### src/rtl/hazard_tracker_if.sv
// ID-stage request signals and stage-tracking results exchanged between
// the decode logic (master) and the hazard tracker (slave).
interface hazard_tracker_if #(
  parameter int REG_W = 5,
  parameter int CNT_W = 16
);
  logic             id_valid;
  logic [REG_W-1:0] id_rs;
  logic [REG_W-1:0] id_rt;
  logic             id_uses_rs;
  logic             id_uses_rt;
  logic [REG_W-1:0] id_rd;
  logic             id_regwrite;
  logic             id_memread;
  logic             id_memop;
  logic             flush;
  logic             mem_ready;
  logic             cnt_clr;

  logic             stall;
  logic             bubble;
  logic             freeze;
  logic [REG_W-1:0] id_ex_rd;
  logic [REG_W-1:0] ex_mem_rd;
  logic [REG_W-1:0] mem_wb_rd;
  logic             id_ex_regwrite;
  logic             ex_mem_regwrite;
  logic             mem_wb_regwrite;
  logic [CNT_W-1:0] stall_count;

  modport master (
    output id_valid, id_rs, id_rt, id_uses_rs, id_uses_rt, id_rd,
           id_regwrite, id_memread, id_memop, flush, mem_ready, cnt_clr,
    input  stall, bubble, freeze, id_ex_rd, ex_mem_rd, mem_wb_rd,
           id_ex_regwrite, ex_mem_regwrite, mem_wb_regwrite, stall_count
  );

  modport slave (
    input  id_valid, id_rs, id_rt, id_uses_rs, id_uses_rt, id_rd,
           id_regwrite, id_memread, id_memop, flush, mem_ready, cnt_clr,
    output stall, bubble, freeze, id_ex_rd, ex_mem_rd, mem_wb_rd,
           id_ex_regwrite, ex_mem_regwrite, mem_wb_regwrite, stall_count
  );
endinterface

### src/rtl/hazard_tracker.sv
// Destination-register shadow of ID/EX, EX/MEM, MEM/WB with load-use stall,
// flush bubbling, memory freeze and a saturating stall-cycle counter.
module hazard_tracker #(
  parameter int REG_W = 5,
  parameter int CNT_W = 16
) (
  input logic             clk,
  input logic             rst_n,
  hazard_tracker_if.slave hz
);

  typedef struct packed {
    logic             valid;
    logic [REG_W-1:0] rd;
    logic             regwrite;
    logic             memread;
    logic             memop;
  } rec_t;

  rec_t ex_r, mem_r, wb_r;
  rec_t ex_next;
  logic freeze;
  logic load_use;
  logic stall;
  logic bubble;
  logic [CNT_W-1:0] count_r;

  assign freeze = mem_r.valid & mem_r.memop & ~hz.mem_ready;

  assign load_use = hz.id_valid & ex_r.valid & ex_r.memread & ex_r.regwrite &
                    ((hz.id_uses_rs & (hz.id_rs == ex_r.rd)) |
                     (hz.id_uses_rt & (hz.id_rt == ex_r.rd)));

  assign stall  = ~freeze & load_use & ~hz.flush;
  assign bubble = ~freeze & (stall | hz.flush | ~hz.id_valid);

  always_comb begin
    ex_next = '0;
    if (!bubble) begin
      ex_next.valid    = 1'b1;
      ex_next.rd       = hz.id_rd;
      // $0 is hardwired, so it is never treated as a live destination
      ex_next.regwrite = hz.id_regwrite & hz.id_valid & (hz.id_rd != '0);
      ex_next.memread  = hz.id_memread;
      ex_next.memop    = hz.id_memop;
    end
  end

  always_ff @(posedge clk or negedge rst_n) begin
    if (!rst_n) begin
      ex_r  <= '0;
      mem_r <= '0;
      wb_r  <= '0;
    end else if (!freeze) begin
      wb_r  <= mem_r;
      mem_r <= ex_r;
      ex_r  <= ex_next;
    end
  end

  always_ff @(posedge clk or negedge rst_n) begin
    if (!rst_n) begin
      count_r <= '0;
    end else if (hz.cnt_clr) begin
      count_r <= '0;
    end else if ((stall | freeze) && (count_r != {CNT_W{1'b1}})) begin
      count_r <= count_r + 1'b1;
    end
  end

  assign hz.stall           = stall;
  assign hz.bubble          = bubble;
  assign hz.freeze          = freeze;
  assign hz.id_ex_rd        = ex_r.rd;
  assign hz.ex_mem_rd       = mem_r.rd;
  assign hz.mem_wb_rd       = wb_r.rd;
  assign hz.id_ex_regwrite  = ex_r.regwrite;
  assign hz.ex_mem_regwrite = mem_r.regwrite;
  assign hz.mem_wb_regwrite = wb_r.regwrite;
  assign hz.stall_count     = count_r;

endmodule

### src/flat_wrapper.sv
// flat-port wrapper written by rule: the top's interface ports become plain ports
module hazard_tracker_flat 
#(
  parameter int REG_W = 5,
  parameter int CNT_W = 16
)
  (clk, rst_n, hz_id_valid, hz_id_rs, hz_id_rt, hz_id_uses_rs, hz_id_uses_rt, hz_id_rd, hz_id_regwrite, hz_id_memread, hz_id_memop, hz_flush, hz_mem_ready, hz_cnt_clr, hz_stall, hz_bubble, hz_freeze, hz_id_ex_rd, hz_ex_mem_rd, hz_mem_wb_rd, hz_id_ex_regwrite, hz_ex_mem_regwrite, hz_mem_wb_regwrite, hz_stall_count);
  hazard_tracker_if #(.REG_W(REG_W), .CNT_W(CNT_W)) hz_i ();
  input logic clk;
  input logic rst_n;
  input wire logic [$bits(hz_i.id_valid)-1:0] hz_id_valid;
  input wire logic [$bits(hz_i.id_rs)-1:0] hz_id_rs;
  input wire logic [$bits(hz_i.id_rt)-1:0] hz_id_rt;
  input wire logic [$bits(hz_i.id_uses_rs)-1:0] hz_id_uses_rs;
  input wire logic [$bits(hz_i.id_uses_rt)-1:0] hz_id_uses_rt;
  input wire logic [$bits(hz_i.id_rd)-1:0] hz_id_rd;
  input wire logic [$bits(hz_i.id_regwrite)-1:0] hz_id_regwrite;
  input wire logic [$bits(hz_i.id_memread)-1:0] hz_id_memread;
  input wire logic [$bits(hz_i.id_memop)-1:0] hz_id_memop;
  input wire logic [$bits(hz_i.flush)-1:0] hz_flush;
  input wire logic [$bits(hz_i.mem_ready)-1:0] hz_mem_ready;
  input wire logic [$bits(hz_i.cnt_clr)-1:0] hz_cnt_clr;
  output wire logic [$bits(hz_i.stall)-1:0] hz_stall;
  output wire logic [$bits(hz_i.bubble)-1:0] hz_bubble;
  output wire logic [$bits(hz_i.freeze)-1:0] hz_freeze;
  output wire logic [$bits(hz_i.id_ex_rd)-1:0] hz_id_ex_rd;
  output wire logic [$bits(hz_i.ex_mem_rd)-1:0] hz_ex_mem_rd;
  output wire logic [$bits(hz_i.mem_wb_rd)-1:0] hz_mem_wb_rd;
  output wire logic [$bits(hz_i.id_ex_regwrite)-1:0] hz_id_ex_regwrite;
  output wire logic [$bits(hz_i.ex_mem_regwrite)-1:0] hz_ex_mem_regwrite;
  output wire logic [$bits(hz_i.mem_wb_regwrite)-1:0] hz_mem_wb_regwrite;
  output wire logic [$bits(hz_i.stall_count)-1:0] hz_stall_count;
  assign hz_i.id_valid = hz_id_valid;
  assign hz_i.id_rs = hz_id_rs;
  assign hz_i.id_rt = hz_id_rt;
  assign hz_i.id_uses_rs = hz_id_uses_rs;
  assign hz_i.id_uses_rt = hz_id_uses_rt;
  assign hz_i.id_rd = hz_id_rd;
  assign hz_i.id_regwrite = hz_id_regwrite;
  assign hz_i.id_memread = hz_id_memread;
  assign hz_i.id_memop = hz_id_memop;
  assign hz_i.flush = hz_flush;
  assign hz_i.mem_ready = hz_mem_ready;
  assign hz_i.cnt_clr = hz_cnt_clr;
  assign hz_stall = hz_i.stall;
  assign hz_bubble = hz_i.bubble;
  assign hz_freeze = hz_i.freeze;
  assign hz_id_ex_rd = hz_i.id_ex_rd;
  assign hz_ex_mem_rd = hz_i.ex_mem_rd;
  assign hz_mem_wb_rd = hz_i.mem_wb_rd;
  assign hz_id_ex_regwrite = hz_i.id_ex_regwrite;
  assign hz_ex_mem_regwrite = hz_i.ex_mem_regwrite;
  assign hz_mem_wb_regwrite = hz_i.mem_wb_regwrite;
  assign hz_stall_count = hz_i.stall_count;
  hazard_tracker #(.REG_W(REG_W), .CNT_W(CNT_W)) u_core (.clk(clk), .rst_n(rst_n), .hz(hz_i));
endmodule
### config.mk
export PLATFORM = sky130hd
export DESIGN_NAME = hazard_tracker_flat
export DESIGN_NICKNAME = d
export VERILOG_FILES = /design/src/rtl/hazard_tracker_if.sv /design/src/rtl/hazard_tracker.sv /design/src/flat_wrapper.sv
export SDC_FILE = /design/constraint.sdc
export NUM_CORES = 1
export LEC_CHECK = 0
export ABC_AREA = 0
export CAP_MARGIN = 5
export CORE_AREA = 2 2 66 68
export CTS_BUF_LIST = sky130_fd_sc_hd__clkbuf_8
export DETAILED_ROUTE_END_ITERATION = 8
export DIE_AREA = 0 0 68 70
export PLACE_DENSITY = 0.94
export SLEW_MARGIN = 20
export SYNTH_ARGS = -nofsm -noshare
export SYNTH_HDL_FRONTEND = slang
export SYNTH_SLANG_ARGS = --single-unit
### constraint.sdc
create_clock -name clk -period 3 [get_ports clk]
set_clock_uncertainty 0.05 [all_clocks]
set_input_delay 0.6 -clock clk [delete_from_list [all_inputs] [get_ports clk]]
set_output_delay 0.6 -clock clk [all_outputs]
set_load 0.005 [all_outputs]
==> summary.txt <==
Floorplanning
  • IO Count: 63
  • CORE AREA: 0.00414 mm^2
  • Die W: 68 um
  • Die H: 70 um
  • Row cnt: 24
  • Initial Util: 47.6%
  • Die area: 0.00476 mm^2

Power
  • Leakage: 1.17 nW
  • Net switching power: 0.236 mW
  • Clock share of power: 36.4%
  • Logic gate share of total power: 11.1%
  • Cell area power density: 388 mW/mm^2
  • Sw frac: 22.5%
  • Internal: 0.816 mW
  • Max IR drop VDD: 242 uV
  • Overall power: 1.05 mW
  • Part of the power in registers: 52.5%

Cells and area
  • Share of cells above drive strength 1: 8.58%
  • Area growth from synthesis to layout: 37.4%
  • Design area: 0.00271 mm^2
  • Layout Cells excl Fill: 320
  • Final Util: 65.4%
  • Layout net count: 294
  • N_diodes: 0

Critical path
  • Worst EP required: 2.35 ns
  • Critical Path End Type: output pin
  • R2r setup slk: 0.54 ns
  • Critical path arrival: 2.04 ns
  • Worst-path fanout max: 9
  • Crit path from: hz_mem_ready
  • Cell count of the worst reg-to-reg path: 8
  • Startpoint Class: input port
  • Worst setup path class: in2out
  • RR Startpoint: u_core.hz.stall_count[0]

STA
  • TNS Setup: 0 ns
  • Hold slack: 0.364 ns
  • Worst Tran Pin Value: 0.857 ns
  • Minimum clock period: 2.69 ns
  • Fmax: 0.371 GHz
  • Period utilisation layout: 89.8%
  • # setup viols final: 0
  • Setup ws final: 0.305 ns
  • Final number of max-transition violations: 0
  • Hold Violations, Final: 0
  • RSZ-0062 raised after global routing: no
  • Slew headroom: 42.9%

Synthesis
  • Post-Synth Simple-Gate Area: 24.2%
  • Area share of fa/ha/maj cells after synthesis: 0.635%
  • Number of synthesized flops with an enable pin: 0
  • Mapped Area: 0.00197 mm^2
  • Compound-cell area share of the yosys netlist: 13.6%
  • Synth Area in XOR/XNOR: 4.89%
  • Post-Syn Nets: 236
  • Distinct cells, synth: 40
  • Cells after Synth: 209
  • Register area share after synthesis: 49.5%
  • Post-synthesis mux area share: 1.08%
  • Dominant synthesized flop cell: dfrtp_1
  • Flops & latches, synth: 39
  • Synthesized area per cell: 9.43 um^2
  • Asr flop ratio synth: 100%
  • Largest family of logic cells by synthesized area: simple AND/OR/NAND/NOR gates
  • Synth warn: 0

Placement
  • Placed instance count: 311
  • GPL Wtd Cong: 0.784
  • Area post-placement: 0.00258 mm^2
  • Pre-CTS WS: -0.0420 ns
  • I/O Buffers: 62
  • Post-DP HPWL: 3.37 mm

Global route
  • Gr usage total: 21.2%
  • First-pass GRT wire length: 7.57 mm
  • Largest net degree at the start of global routing: 40
  • Overflow after GRT: 0
  • Vias in the first global route: 1629
  • Initial antenna violation count: 0

Clocking
  • Clk root buf: clkbuf_8
  • H-tree depth reported by CTS: 2
  • # clock sinks: 39
  • Worst-path clk slew: 0.07 ns
  • CTS tree: yes
  • Worst skew pair latency: 0.29 ns
  • Clock buffer depth: 2
  • Num CTS Buffers: 5

Min path
  • Min-Delay Path Class: in2async

Route
  • Via density per instance: 5.50
  • DRC violations left: 0
  • TritonRoute pass-1 iters: 4
  • Routed vias: 1760
  • Initial DRC count: 187
  • Routed WL: 4.66 mm
  • DRT antenna net count: 0
  • Routed length per instance: 14.6 um

Flow run
  • Max cap viols: 0

Outcome
  • Status: complete, no violations
==> state kept, by name, indices dropped and copies added (netlist names) <==
| register | cells |
|---|---|
| u_core.hz.mem_wb_regwrite | 1 |
| u_core.hz.id_ex_regwrite | 1 |
| u_core.ex_r | 3 |
| u_core.hz.stall_count | 16 |
| u_core.hz.ex_mem_rd | 5 |
| u_core.hz.ex_mem_regwrite | 1 |
| u_core.hz.id_ex_rd | 5 |
| u_core.mem_r | 2 |
| u_core.hz.mem_wb_rd | 5 |
==> critical path, stage by stage <==
cell and delay (ns):
clkdlybuf4s50_1 0.40, or2_2 0.38, inv_1 0.15, clkdlybuf4s50_1 0.52
==> power by group through the flow <==
| stage | combinational (mW) | sequential, mW | clock (mW) |
|---|---|---|---|
| final | 0.117 | 0.553 | 0.383 |
| after global routing | 0.128 | 0.554 | 0.416 |
| after CTS | 0.118 | 0.553 | 0.395 |
| after detailed placement | 0.117 | 0.563 | 0 |
| after global placement | 0.113 | 0.562 | 0 |
| after floorplan | 0.0455 | 0.560 | 0 |
==> per-layer routing <==
layer	vias up	share of wire [%]	GRT usage, %
li1	842	-	-
met1	838	41	27.1
met2	74	51	34.3
met3	6	7.3	5.80
met4	0	1.4	7.11
met5	-	0	0
==> cell usage after synthesis (3+ instances only) <==
master / n / share of area, %
nor2_1: 8 / 1.5
clkbuf_1: 4 / 0.76
or3_1: 8 / 2.5
nand2_1: 47 / 8.9
o21ai_1: 7 / 1.8
o41ai_1: 3 / 1.3
a21oi_1: 14 / 3.6
nand4_1: 6 / 1.9
dfrtp_1: 39 / 49
buf_4: 12 / 4.6
xnor2_1: 10 / 4.4
a22o_1: 7 / 3.1
nand3_1: 8 / 2.0
==> final cells by class <==
cell class	instances	area, um^2
Fill cell	350	1440
Sequential cell	39	976
Multi-Input combinational cell	150	887
Timing Repair Buffer	69	673
Clock buffer	7	96.3
Tap cell	52	65.1
Inverter	2	7.51
Clock inverter	1	3.75
==> worst paths after layout <==
| kind | end |
|---|---|
| worst max-delay path | hz_freeze |
| worst min-delay path | u_core.hz.stall_count[4] |
| worst min register to register | u_core.hz.mem_wb_regwrite |
| max in group asynchronous | u_core.hz.ex_mem_rd[4] |
| min in group clk | u_core.hz.mem_wb_regwrite |
| worst max register to register | u_core.hz.stall_count[4] |
==> cells by family after synthesis <==
| kind of cell | count (synthesis) |
|---|---|
| AND/OR/NAND/NOR | 97 |
| flip-flops | 39 |
| XOR/XNOR | 11 |
| multiplexers | 2 |
| adder cells (fa/ha/maj) | 1 |
| buffers and inverters | 20 |
| AO/OA/AOI/OAI | 39 |
==> cells in the final DEF (no fill, tap or decap), types with 2 or more instances in the layout <==
master           instances
a21oi_1                 14
a22o_1                   7
and3_1                   2
and4_1                   2
buf_4                    7
clkbuf_8                 7
clkdlybuf4s50_1         59
dfrtp_1                 39
dlymetal6s2s_1           2
inv_1                    3
nand2_1                 46
nand2b_1                 2
nand3_1                  8
nand4_1                  6
nor2_1                   7
nor2_2                   2
nor2b_1                  2
nor3_1                   2
o21ai_1                  7
o41ai_1                  3
or3_1                    8
or4_1                    2
or4b_1                   2
xnor2_1                 10
==> repair_timing <==
| action | 4_1_cts | 5_1_grt |
|---|---|---|
| resized for setup | 1 | 4 |
| pin swaps | 0 | 1 |
| hold buffers | 0 | 0 |
| setup buffers | 0 | 1 |
| setup endpoints to repair | 2 | 2 |
Power figures use the tool's default switching activity.
